===== config.mk =====
export PLATFORM = sky130hd
export DESIGN_NAME = game_tick_scheduler
export DESIGN_NICKNAME = d
export VERILOG_FILES = /design/src/rtl/game_tick_scheduler.sv
export SDC_FILE = /design/constraint.sdc
export NUM_CORES = 1
export LEC_CHECK = 0
export ABC_AREA = 1
export BUFFER_PORTS_ARGS = -buffer_cell sky130_fd_sc_hd__buf_2
export CAP_MARGIN = 20
export CORE_ASPECT_RATIO = 1.2
export CORE_MARGIN = 2
export CORE_UTILIZATION = 55
export CTS_CLUSTER_DIAMETER = 200
export DETAILED_ROUTE_END_ITERATION = 12
export GPL_TIMING_DRIVEN = 0
export PLACE_DENSITY = 0.77
export SLEW_MARGIN = 20
export SYNTH_ARGS = -nofsm -noshare
export SYNTH_HDL_FRONTEND = slang
export SYNTH_SLANG_ARGS = --single-unit

===== constraint.sdc =====
create_clock -name i_clk -period 3.4 [get_ports i_clk]
set_input_delay 0.34 -clock i_clk [delete_from_list [all_inputs] [get_ports i_clk]]
set_output_delay 0.34 -clock i_clk [all_outputs]
set_load 0.05 [all_outputs]

===== src/rtl/game_tick_scheduler.sv =====
// game_tick_scheduler: pixel/second/movement enables and idle-countdown-run-pause sequencing for the DDR game
module game_tick_scheduler #(
    parameter int unsigned CLK_HZ       = 100000000,
    parameter int unsigned MOV_BASE_DIV = 1250000,
    parameter int unsigned MOV_STEP     = 62500,
    parameter int unsigned MOV_MIN_DIV  = 312500,
    parameter int unsigned LEVEL_SECS   = 10
) (
    input  logic       i_clk,
    input  logic       i_rst,
    input  logic       i_start,
    input  logic       i_pause,
    input  logic       i_stop,
    output logic       o_pix_en,
    output logic       o_sec_tick,
    output logic       o_mov_tick,
    output logic [1:0] o_state,
    output logic [1:0] o_count,
    output logic [3:0] o_level
);
    typedef enum logic [1:0] {IDLE, CDOWN, RUN, PAUSE} state_t;
    state_t      state, state_n;
    logic [1:0]  pix_cnt, count, count_n;
    logic [3:0]  level, level_n;
    logic [31:0] sec_cnt, sec_cnt_n, mov_cnt, mov_cnt_n, per, per_n, lsec, lsec_n;
    logic        sec_tick, mov_tick;
    function automatic logic [31:0] period(input logic [3:0] lvl);
        return (32'(lvl) * MOV_STEP >= MOV_BASE_DIV - MOV_MIN_DIV) ? MOV_MIN_DIV : MOV_BASE_DIV - 32'(lvl) * MOV_STEP;
    endfunction
    assign sec_tick   = (state == CDOWN || state == RUN) && sec_cnt == CLK_HZ - 1;
    assign mov_tick   = state == RUN && mov_cnt == per - 1;
    assign o_sec_tick = sec_tick;
    assign o_mov_tick = mov_tick;
    assign o_state    = state;
    assign o_count    = count;
    assign o_level    = level;
    always_ff @(posedge i_clk or posedge i_rst) begin
        if (i_rst) begin
            state    <= IDLE;
            pix_cnt  <= 2'd0;
            o_pix_en <= 1'b0;
            count    <= 2'd0;
            level    <= 4'd0;
            sec_cnt  <= 32'd0;
            mov_cnt  <= 32'd0;
            per      <= MOV_BASE_DIV;
            lsec     <= 32'd0;
        end else begin
            state    <= state_n;
            pix_cnt  <= pix_cnt + 2'd1;
            o_pix_en <= pix_cnt == 2'd3;
            count    <= count_n;
            level    <= level_n;
            sec_cnt  <= sec_cnt_n;
            mov_cnt  <= mov_cnt_n;
            per      <= per_n;
            lsec     <= lsec_n;
        end
    end
    always_comb begin
        state_n   = state;
        count_n   = count;
        level_n   = level;
        sec_cnt_n = sec_cnt;
        mov_cnt_n = mov_cnt;
        per_n     = per;
        lsec_n    = lsec;
        if (i_stop) begin
            state_n   = IDLE;
            count_n   = 2'd0;
            level_n   = 4'd0;
            sec_cnt_n = 32'd0;
            mov_cnt_n = 32'd0;
            lsec_n    = 32'd0;
        end else begin
            case (state)
                IDLE: begin
                    state_n = i_start ? CDOWN : IDLE;
                    count_n = i_start ? 2'd3 : count;
                end
                CDOWN: begin
                    sec_cnt_n = sec_tick ? 32'd0 : sec_cnt + 32'd1;
                    count_n   = sec_tick ? count - 2'd1 : count;
                    if (sec_tick && count == 2'd1) begin
                        state_n   = RUN;
                        level_n   = 4'd0;
                        lsec_n    = 32'd0;
                        per_n     = MOV_BASE_DIV;
                        mov_cnt_n = 32'd0;
                    end
                end
                RUN: begin
                    sec_cnt_n = sec_tick ? 32'd0 : sec_cnt + 32'd1;
                    mov_cnt_n = mov_tick ? 32'd0 : mov_cnt + 32'd1;
                    per_n     = mov_tick ? period(level) : per;
                    if (sec_tick) begin
                        lsec_n  = (lsec == LEVEL_SECS - 1) ? 32'd0 : lsec + 32'd1;
                        level_n = (lsec == LEVEL_SECS - 1 && level != 4'd15) ? level + 4'd1 : level;
                    end
                    state_n = i_pause ? PAUSE : RUN;
                end
                PAUSE: state_n = i_pause ? RUN : PAUSE;
                default: state_n = IDLE;
            endcase
        end
    end
endmodule


==> run_results.csv, run 1 <==
group,metric,value,unit
sta,post-route-period-util,98.26,%
sta,clock_skew,10.89,ps
logic_synthesis,syn-num-nets,1412,
worst_hold_path,hold_path_class,"primary input to flop",
layout,fillers,1546,
flow_run,cap_viol_max_count,0,
placement,portBuffers,15,
die,die_x,124.4,um
worst_setup_path,critPathLaunchType,"flop",
worst_setup_path,path_cells,"fa_2, fa_2, ha_4, buf_4, a21oi_2, nand2_1, nand2_1, nand2_1, nand2_1, nand2_2, xor2_4, nor2_4, buf_2, nor2_2, nand3_1, o21ai_2",
layout,drive_above_1_share,13.46,%
placement,gp_congestion,0.9537,
logic_synthesis,yosysTopAreaCellShare,30.85,%
die,start_util,56.37,%
worst_setup_path,critPathMostFrequentCell,"nand2_1",
power,cellPowerDensity,513.6,nW/um2
clocking,clk_pin_slew,60,ps
placement,place_ws,-362.5,ps
route,firstDrtPassIters,5,
route,ant_nets,0,
clocking,cts_root_buffer,"clkbuf_16",
worst_setup_path,crit_type,"flop to flop",
worst_setup_path,worstPathRequired,3760,ps
route,remaining_drc_errors,0,
die,ioPinCount,16,
clocking,clockBufferDepth,2,
layout,layout_commonest_cell,"nand2_1",
logic_synthesis,ys_seq_elements,126,
clocking,cts_tree,"built",
logic_synthesis,synth-main-ff-cell,"dfrtp_1",
worst_setup_path,arrival,3700,ps
logic_synthesis,synth_cell_types,50,
route,wl,25.41,mm
clocking,h-tree-depth,4,
logic_synthesis,ys_seq_area_share,33.05,%
power,ir_drop,505.6,uV
global_route,grt_pass1_vias,8799,
global_route,grt_util_all_layers,28.48,%
logic_synthesis,synth_cells,1371,
layout,syn2layout_area_growth,13.83,%
power,p_leak,0.004829,uW
sta,final-setup-viol-count,0,
logic_synthesis,syn_avg_cell_area,6.982,um2
placement,hpwl,19.18,mm
run_status,status,"finished clean",
sta,fmax,0.2993,GHz
layout,diodes,0,
sta,fin_ws,59.00,ps
worst_setup_path,max_stage_delay,620,ps
logic_synthesis,netlist_area,9572,um2
worst_setup_path,critPathMaxFanout,4,
global_route,grt_max_degree,33,
die,core,16980,um2
global_route,grt_pass1_wl,42.69,mm
logic_synthesis,synth_edf_count,0,
global_route,overflow,0,
layout,final_nets,1469,
die,fp.dieH,148.5,um
sta,tns,0,ps
sta,worstMarginPinSlew,724.4,ps
clocking,cts.sinks,126,
layout,layout_common_cells,"nand2_1, inv_1, nor2_1",
logic_synthesis,synth.largest_area_cell,"dfrtp_1",
route,drt_iter0_markers,526,
global_route,antenna_found_initial,0,
logic_synthesis,synth_area_leaders,"dfrtp_1, nand2_1, inv_1",
worst_setup_path,crit_slowest_cell,"fa_2",
clocking,tritoncts.num_buffers,17,
sta,finalCriticalPeriod,3341,ps
clocking,clock_latency,430,ps
die,rows,52,
logic_synthesis,async_reset_ff_share,100.0,%
logic_synthesis,synth-warning-count,0,
route,vias_per_cell,5.482,
route,vias,9084,
worst_setup_path,end_kind,"flop",
sta,finalHoldViolations,0,
sta,final-max-slew-violation-count,0,
route,routedWlPerCell,15.33,um
die,die-area,18480,um2
sta,relSlewSlack,51.20,%
## worst max-delay path: cells and delay by family (launching register included)
family          cells  cell delay (ps)
buf+inv             2              280
xor+xnor            1              190
compound gates      2              270
flops               1              430
simple gates        8              750
fa+ha+maj           3             1350
## cell type report
cell class / instances / area [um2] / area share (%)
Multi-Input combinational cell: 1038 / 5678 / 52.11
Timing Repair Buffer: 38 / 331.6 / 3.043
Tap cell: 216 / 270.3 / 2.480
Inverter: 181 / 683.2 / 6.270
Sequential cell: 126 / 3167 / 29.07
Clock inverter: 12 / 137.6 / 1.263
Buffer: 26 / 181.4 / 1.665
Clock buffer: 20 / 446.7 / 4.100
## power by group
| part | internal, uW | switching [uW] | total, uW |
|---|---|---|---|
| clock | 1100 | 721 | 1820 |
| sequential | 1570 | 97.2 | 1670 |
| combinational | 637 | 1470 | 2110 |
## timing repair
action,CTS,global route
gates cloned,0,1
gates resized for setup,10,25
pin swaps,1,6
endpoints found under the hold margin,3,0
hold buffers,1,0
setup endpoints to repair,18,19
setup buffers,12,4
## state kept, by name, summed over array words and instances (netlist names)
register,cells
lsec,32
mov_cnt,32
o_count,2
o_level,4
o_pix_en,1
o_state,2
per,19
pix_cnt,2
sec_cnt,32
## cells by family (layout without fill, tap and decap cells)
logic type,count (synthesis),in the layout,synth area share [%]
flops,126,126,33.05
buf+inv,207,277,8.915
xor+xnor,80,80,7.320
fa+ha+maj,36,36,5.098
compound gates,106,106,6.889
simple gates,816,816,38.73
## routing by layer
layer | part of all wire, % | global-route usage (%) | wire, um
met1 | 43 | 35.44 | 10880
met2 | 49 | 49.89 | 12570
met3 | 4.5 | 4.496 | 1148
met4 | 3.2 | 11.07 | 801
met5 | 0 | 0 | 0
## synthesized netlist by cell type, types with 25 or more instances
cell       n
nand2_1  355
dfrtp_1  118
nor3_1    63
nand4_1   37
xor2_1    65
inv_1    173
nor2_1   163
nand3_1  104
ha_1      31
nor4_1    25
o21ai_0   46
nor2_2    25
## stage by stage
step	hold slack, ps	std cells	power (uW)	utilization, %	area (um2)
after floorplan	400.6	1371	3154	-	9585
after global placement	416.9	1602	3651	58.48	9931
after detailed placement	270.4	1607	3703	59.16	10050
after CTS	326.0	1652	5548	63.45	10770
after global routing	370.4	1657	5884	64.16	10900
final	338.4	1657	5595	64.16	10900
## final timing paths
path / from / endpoint / slack (ps) / depth (start not counted)
max in group asynchronous: i_rst / pix_cnt[1] / 2220 / 6
min: i_stop / o_count[1] / 340 / 4
max reg2reg: o_level[3] / per[11] / 60 / 16
min reg2reg: pix_cnt[0] / pix_cnt[0] / 440 / 1
max: o_level[3] / per[11] / 60 / 16
min in group asynchronous: i_rst / o_level[0] / 380 / 3
(Power assumes the default switching activity.)
==> inputs of run 2 (changes only) <==
--- a/config.mk
+++ b/config.mk
@@ -9,7 +9,6 @@
 export BUFFER_PORTS_ARGS = -buffer_cell sky130_fd_sc_hd__buf_2
 export CAP_MARGIN = 20
 export CORE_ASPECT_RATIO = 1.2
-export CORE_MARGIN = 2
 export CORE_UTILIZATION = 55
 export CTS_CLUSTER_DIAMETER = 200
 export DETAILED_ROUTE_END_ITERATION = 12
==> run_results.csv, run 2 (same netlist as run 1, synthesis figures left out) <==
group,metric,value,unit
run_status,status,"finished clean",
global_route,grt_max_degree,35,
route,drt_iter0_markers,655,
route,firstDrtPassIters,5,
power,switching_share,42.20,%
route,ant_nets,0,
route,vias,9121,
worst_setup_path,reg2reg_depth,16,
sta,final-max-slew-violation-count,0,
sta,clock_skew,8.981,ps
die,core,16920,um2
sta,relSlewSlack,53.97,%
die,fp.dieH,146.5,um
clocking,clock_latency,430,ps
clocking,cts_tree,"built",
worst_setup_path,regToRegSetupSlack,80,ps
die,die-area,17940,um2
worst_setup_path,end_kind,"flop",
die,ioPinCount,16,
clocking,clk_pin_slew,60,ps
worst_setup_path,critPathLaunchType,"flop",
clocking,h-tree-depth,4,
placement,place_ws,-299.8,ps
worst_hold_path,worstHoldPathCells,4,
power,p_leak,0.004818,uW
layout,final_nets,1470,
power,comb_power_share,38.1,%
layout,layout_common_cells,"nand2_1, inv_1, nor2_1",
layout,diodes,0,
die,die_x,122.4,um
route,remaining_drc_errors,0,
layout,fillers,1529,
power,switching_power,2302,uW
worst_setup_path,arrival,3690,ps
die,start_util,56.58,%
sta,fmax,0.3015,GHz
worst_hold_path,hold_path_class,"primary input to flop",
layout,stdcell_area,10840,um2
flow_run,cap_viol_max_count,0,
power,ir_drop,521.0,uV
worst_hold_path,hold-path-endpoint,"o_count[1]",
clocking,clockBufferDepth,2,
clocking,cts.sinks,126,
worst_setup_path,worstPathRequired,3770,ps
layout,layout_commonest_cell,"nand2_1",
global_route,grt_pass1_wl,41.46,mm
die,rows,52,
sta,hold_ws,328.1,ps
sta,fin_ws,83.75,ps
global_route,overflow,0,
global_route,grt_pass1_vias,8736,
power,p_seq_share,30.5,%
sta,finalHoldViolations,0,
layout,multiInputGateArea,5674,um2
sta,post-route-period-util,97.54,%
worst_setup_path,crit_type,"flop to flop",
worst_hold_path,min-delay-start,"i_stop",
layout,top_regs,"lsec: 32 flops, mov_cnt: 32 flops, sec_cnt: 32 flops",
global_route,grt_util_all_layers,29.21,%
placement,dpl_cell_area,10010,um2
layout,fin_util,64.10,%
sta,worstMarginPinSlew,685.1,ps
power,cellPowerDensity,503.1,nW/um2
clocking,tritoncts.num_buffers,17,
route,vias_per_cell,5.501,
power,clockPowerShare,31.4,%
layout,syn2layout_area_growth,13.28,%
worst_setup_path,timing.rr.start,"o_level[1]",
layout,seqCellArea,3167,um2
placement,portBuffers,15,
placement,hpwl,18.64,mm
placement,gp_congestion,0.9460,
worst_setup_path,reg2reg_to,"per[7]",
power,power,5455,uW
route,wl,24.93,mm
sta,final-setup-viol-count,0,
global_route,antenna_found_initial,0,
layout,drive_above_1_share,13.52,%
route,routedWlPerCell,15.03,um
worst_setup_path,critPathMaxFanout,4,
power,internal_power,3153,uW
clocking,cts_root_buffer,"clkbuf_16",
sta,finalCriticalPeriod,3316,ps
## run 2: layer usage
metal / GRT usage [%] / wire [um]
met5: 0 / 0
met4: 12.01 / 664
met3: 4.297 / 1128
met2: 49.66 / 12470
met1: 36.61 / 10670
## run 2: worst max-delay path by stage
stage	from	end	slack, ps	depth (start not counted)
after floorplan	o_level[1]	per[11]	30	15
after global placement	o_level[1]	per[8]	-270	15
after detailed placement	o_level[1]	per[8]	-300	15
after CTS	o_level[2]	per[17]	20	16
after global routing	o_level[1]	per[10]	-30	15
final	o_level[1]	per[7]	80	16
## run 2: through the flow
step	TNS, ps	instances
floorplan	0	1371
global placement	-2311	1602
detailed placement	-2834	1606
CTS	0	1650
global route	-82.52	1658
finish	0	1658
## run 2: area by class of cell
cell class	instances	area share, %
buffer	26	1.673
timing repair buffer	39	2.931
clock inverter	14	1.015
multi-input combinational	1038	52.33
tap	216	2.492
inverter	181	6.300
clock buffer	18	4.050
sequential	126	29.21
## run 2: what timing repair did
| item | in CTS | in global routing |
|---|---|---|
| buffers inserted | 11 | 7 |
| resized for setup | 8 | 22 |
| pin swaps | 1 | 12 |
| setup endpoints to repair | 18 | 16 |
| endpoints found under the hold margin | 5 | 0 |
| hold buffers | 1 | 0 |
| cloned | 0 | 1 |
## run 2: worst max-delay path, cell delays in order (launching register included)
cell	delay, ps
dfrtp_2	460
fa_1	590
fa_1	470
ha_4	310
nand2_1	90
nor3_2	170
nand2_1	110
nand2_1	80
nand2_1	60
nand2_2	80
nand3_1	90
nor2_2	180
clkdlybuf4s15_2	280
nor3_1	60
nand3_1	130
nand2_1	60
inv_1	50
## run 2: power by group through the flow
stage / clock, uW / combinational, uW / sequential [uW]
detailed placement: 0 / 2000 / 1690
floorplan: 0 / 1390 / 1760
CTS: 1740 / 2020 / 1660
global placement: 0 / 1970 / 1690
global route: 1790 / 2260 / 1670
finish: 1710 / 2080 / 1660
==> inputs of run 3 (changes only) <==
--- a/config.mk
+++ b/config.mk
@@ -6,14 +6,14 @@
 export NUM_CORES = 1
 export LEC_CHECK = 0
 export ABC_AREA = 1
-export BUFFER_PORTS_ARGS = -buffer_cell sky130_fd_sc_hd__buf_2
 export CAP_MARGIN = 20
 export CORE_ASPECT_RATIO = 1.2
 export CORE_UTILIZATION = 55
 export CTS_CLUSTER_DIAMETER = 200
 export DETAILED_ROUTE_END_ITERATION = 12
+export DONT_BUFFER_PORTS = 1
 export GPL_TIMING_DRIVEN = 0
-export PLACE_DENSITY = 0.77
+export PLACE_DENSITY = 0.73
 export SLEW_MARGIN = 20
 export SYNTH_ARGS = -nofsm -noshare
 export SYNTH_HDL_FRONTEND = slang
==> constraint.sdc (replaced) <==
create_clock -name i_clk -period 3.95 [get_ports i_clk]
set_input_delay 0.395 -clock i_clk [delete_from_list [all_inputs] [get_ports i_clk]]
set_output_delay 0.395 -clock i_clk [all_outputs]
set_load 0.05 [all_outputs]
==> run_results.csv, run 3 (same netlist as run 1, synthesis figures left out) <==
group,metric,value,unit
run_status,status,"finished clean",
global_route,grt_pass1_wl,41.49,mm
worst_setup_path,crit_type,"flop to flop",
sta,finalCriticalPeriod,3717,ps
layout,drive_above_1_share,9.950,%
route,remaining_drc_errors,0,
clocking,tritoncts.num_buffers,17,
layout,top_regs,"lsec: 32 flops, mov_cnt: 32 flops, sec_cnt: 32 flops",
global_route,grt_max_degree,107,
worst_setup_path,end_kind,"flop",
sta,final-max-slew-violation-count,0,
route,drt_iter0_markers,532,
die,ioPinCount,16,
layout,layout_commonest_cell,"nand2_1",
layout,fin_util,62.34,%
worst_setup_path,worstPathRequired,4310,ps
placement,hpwl,18.42,mm
clocking,cts_tree,"built",
worst_setup_path,crit_slowest_cell,"dfrtp_4",
route,vias_per_cell,5.494,
layout,layout_common_cells,"nand2_1, inv_1, nor2_1",
worst_setup_path,path_cells,"inv_1, ha_1, inv_1, fa_1, inv_1, fa_1, o21ai_0, xor2_1, inv_1, nand3_1, nor2_1, buf_2, nor2_1, nand3_1, o21ai_2",
clocking,clockBufferDepth,2,
route,wl,24.51,mm
die,rows,52,
sta,fmax,0.2690,GHz
power,ir_drop,483.5,uV
sta,rsz0062_at_grt,"false",
power,power,4789,uW
worst_setup_path,critPathMostFrequentCell,"inv_1",
power,p_leak,0.004661,uW
layout,fin_cells,1623,
layout,fillers,1586,
clocking,clk_pin_slew,60,ps
sta,worstMarginPinSlew,925.9,ps
layout,syn2layout_area_growth,10.18,%
sta,final-setup-viol-count,0,
sta,relSlewSlack,38.28,%
die,fp.dieH,146.5,um
worst_setup_path,critPathMaxFanout,10,
global_route,antenna_found_initial,0,
die,die-area,17940,um2
layout,diodes,0,
worst_setup_path,critPathLaunchType,"flop",
die,die_x,122.4,um
global_route,grt_util_all_layers,29.39,%
global_route,overflow,0,
sta,clock_skew,10.88,ps
placement,dpl_cell_area,9891,um2
flow_run,cap_viol_max_count,0,
clocking,clock_latency,430,ps
route,firstDrtPassIters,5,
route,routedWlPerCell,15.10,um
worst_hold_path,hold_path_class,"primary input to flop",
die,start_util,56.58,%
worst_setup_path,max_stage_delay,570,ps
layout,stdcell_area,10550,um2
clocking,h-tree-depth,4,
die,core,16920,um2
placement,post-place-cells,1589,
route,vias,8916,
power,cellPowerDensity,454.1,nW/um2
layout,final_nets,1435,
placement,portBuffers,0,
global_route,grt_pass1_vias,8614,
clocking,cts_root_buffer,"clkbuf_16",
placement,gp_congestion,0.9459,
sta,post-route-period-util,94.11,%
worst_setup_path,arrival,4070,ps
clocking,cts.sinks,126,
route,ant_nets,0,
sta,finalHoldViolations,0,
run 3: cell count changes in the layout (fill, tap and decap cells not counted), moves of 4 or more:
cell	before	now
buf_12	5	1
buf_2	19	6
buf_4	20	3
clkinvlp_4	5	1
nor2_1	159	163
run 3: critical path, delay by kind of cell (launching register included):
family          cells  cell delay [ps]
compound gates      2              380
xor+xnor            1              230
fa+ha+maj           3             1330
buf+inv             5              640
flops               1              570
simple gates        4              470
run 3: layout make-up:
| class | count | area (um2) | share of cell area (%) |
|---|---|---|---|
| buffer | 26 | 173.9 | 1.649 |
| clock buffer | 18 | 439.2 | 4.164 |
| clock inverter | 14 | 182.7 | 1.732 |
| inverter | 181 | 686.9 | 6.513 |
| multi-input combinational | 1038 | 5569 | 52.81 |
| sequential | 126 | 3174 | 30.10 |
| tap | 216 | 270.3 | 2.563 |
| timing repair buffer | 4 | 50.05 | 0.4746 |
run 3: per-layer routing:
layer | vias to the layer above | global-route usage (%) | share of wire, %
met1 | 4193 | 37.88 | 44
met5 | - | 0 | 0
li1 | 4472 | - | -
met2 | 201 | 49.21 | 50
met3 | 50 | 4.883 | 3.7
met4 | 0 | 10.30 | 2.5
run 3: final timing paths:
path	cells after the start	slack (ps)	from	endpoint
max	15	230	o_level[1]	per[11]
max in group asynchronous	3	2740	i_rst	o_level[3]
min reg2reg	1	420	pix_cnt[0]	pix_cnt[0]
min in group asynchronous	2	400	i_rst	mov_cnt[17]
min	3	210	i_stop	o_count[1]
max reg2reg	15	230	o_level[1]	per[11]
run 3: through the flow:
| step | hold slack [ps] | setup TNS, ps | setup WS [ps] |
|---|---|---|---|
| global route | 232.3 | 0 | 3.183 |
| detailed placement | 187.4 | -3644 | -319.1 |
| CTS | 214.1 | 0 | 3.242 |
| global placement | 413.1 | -141270 | -1180 |
| finish | 214.6 | 0 | 232.6 |
| floorplan | 400.6 | 0 | 212.3 |
run 3: timing repair:
| item | 4_1_cts | 5_1_grt |
|---|---|---|
| hold buffers | 1 | 0 |
| gates resized for setup | 3 | 4 |
| hold endpoints to repair | 20 | 0 |
| setup buffers | 0 | 1 |
| endpoints found under the setup margin | 19 | 16 |
run 3: report_power, final:
part / leakage (uW) / internal (uW) / switching (uW)
Combinational: 0.00264 / 485 / 1120
Clock: 0.000305 / 1020 / 637
Sequential: 0.00172 / 1350 / 172
Total: 0.00466 / 2860 / 1930
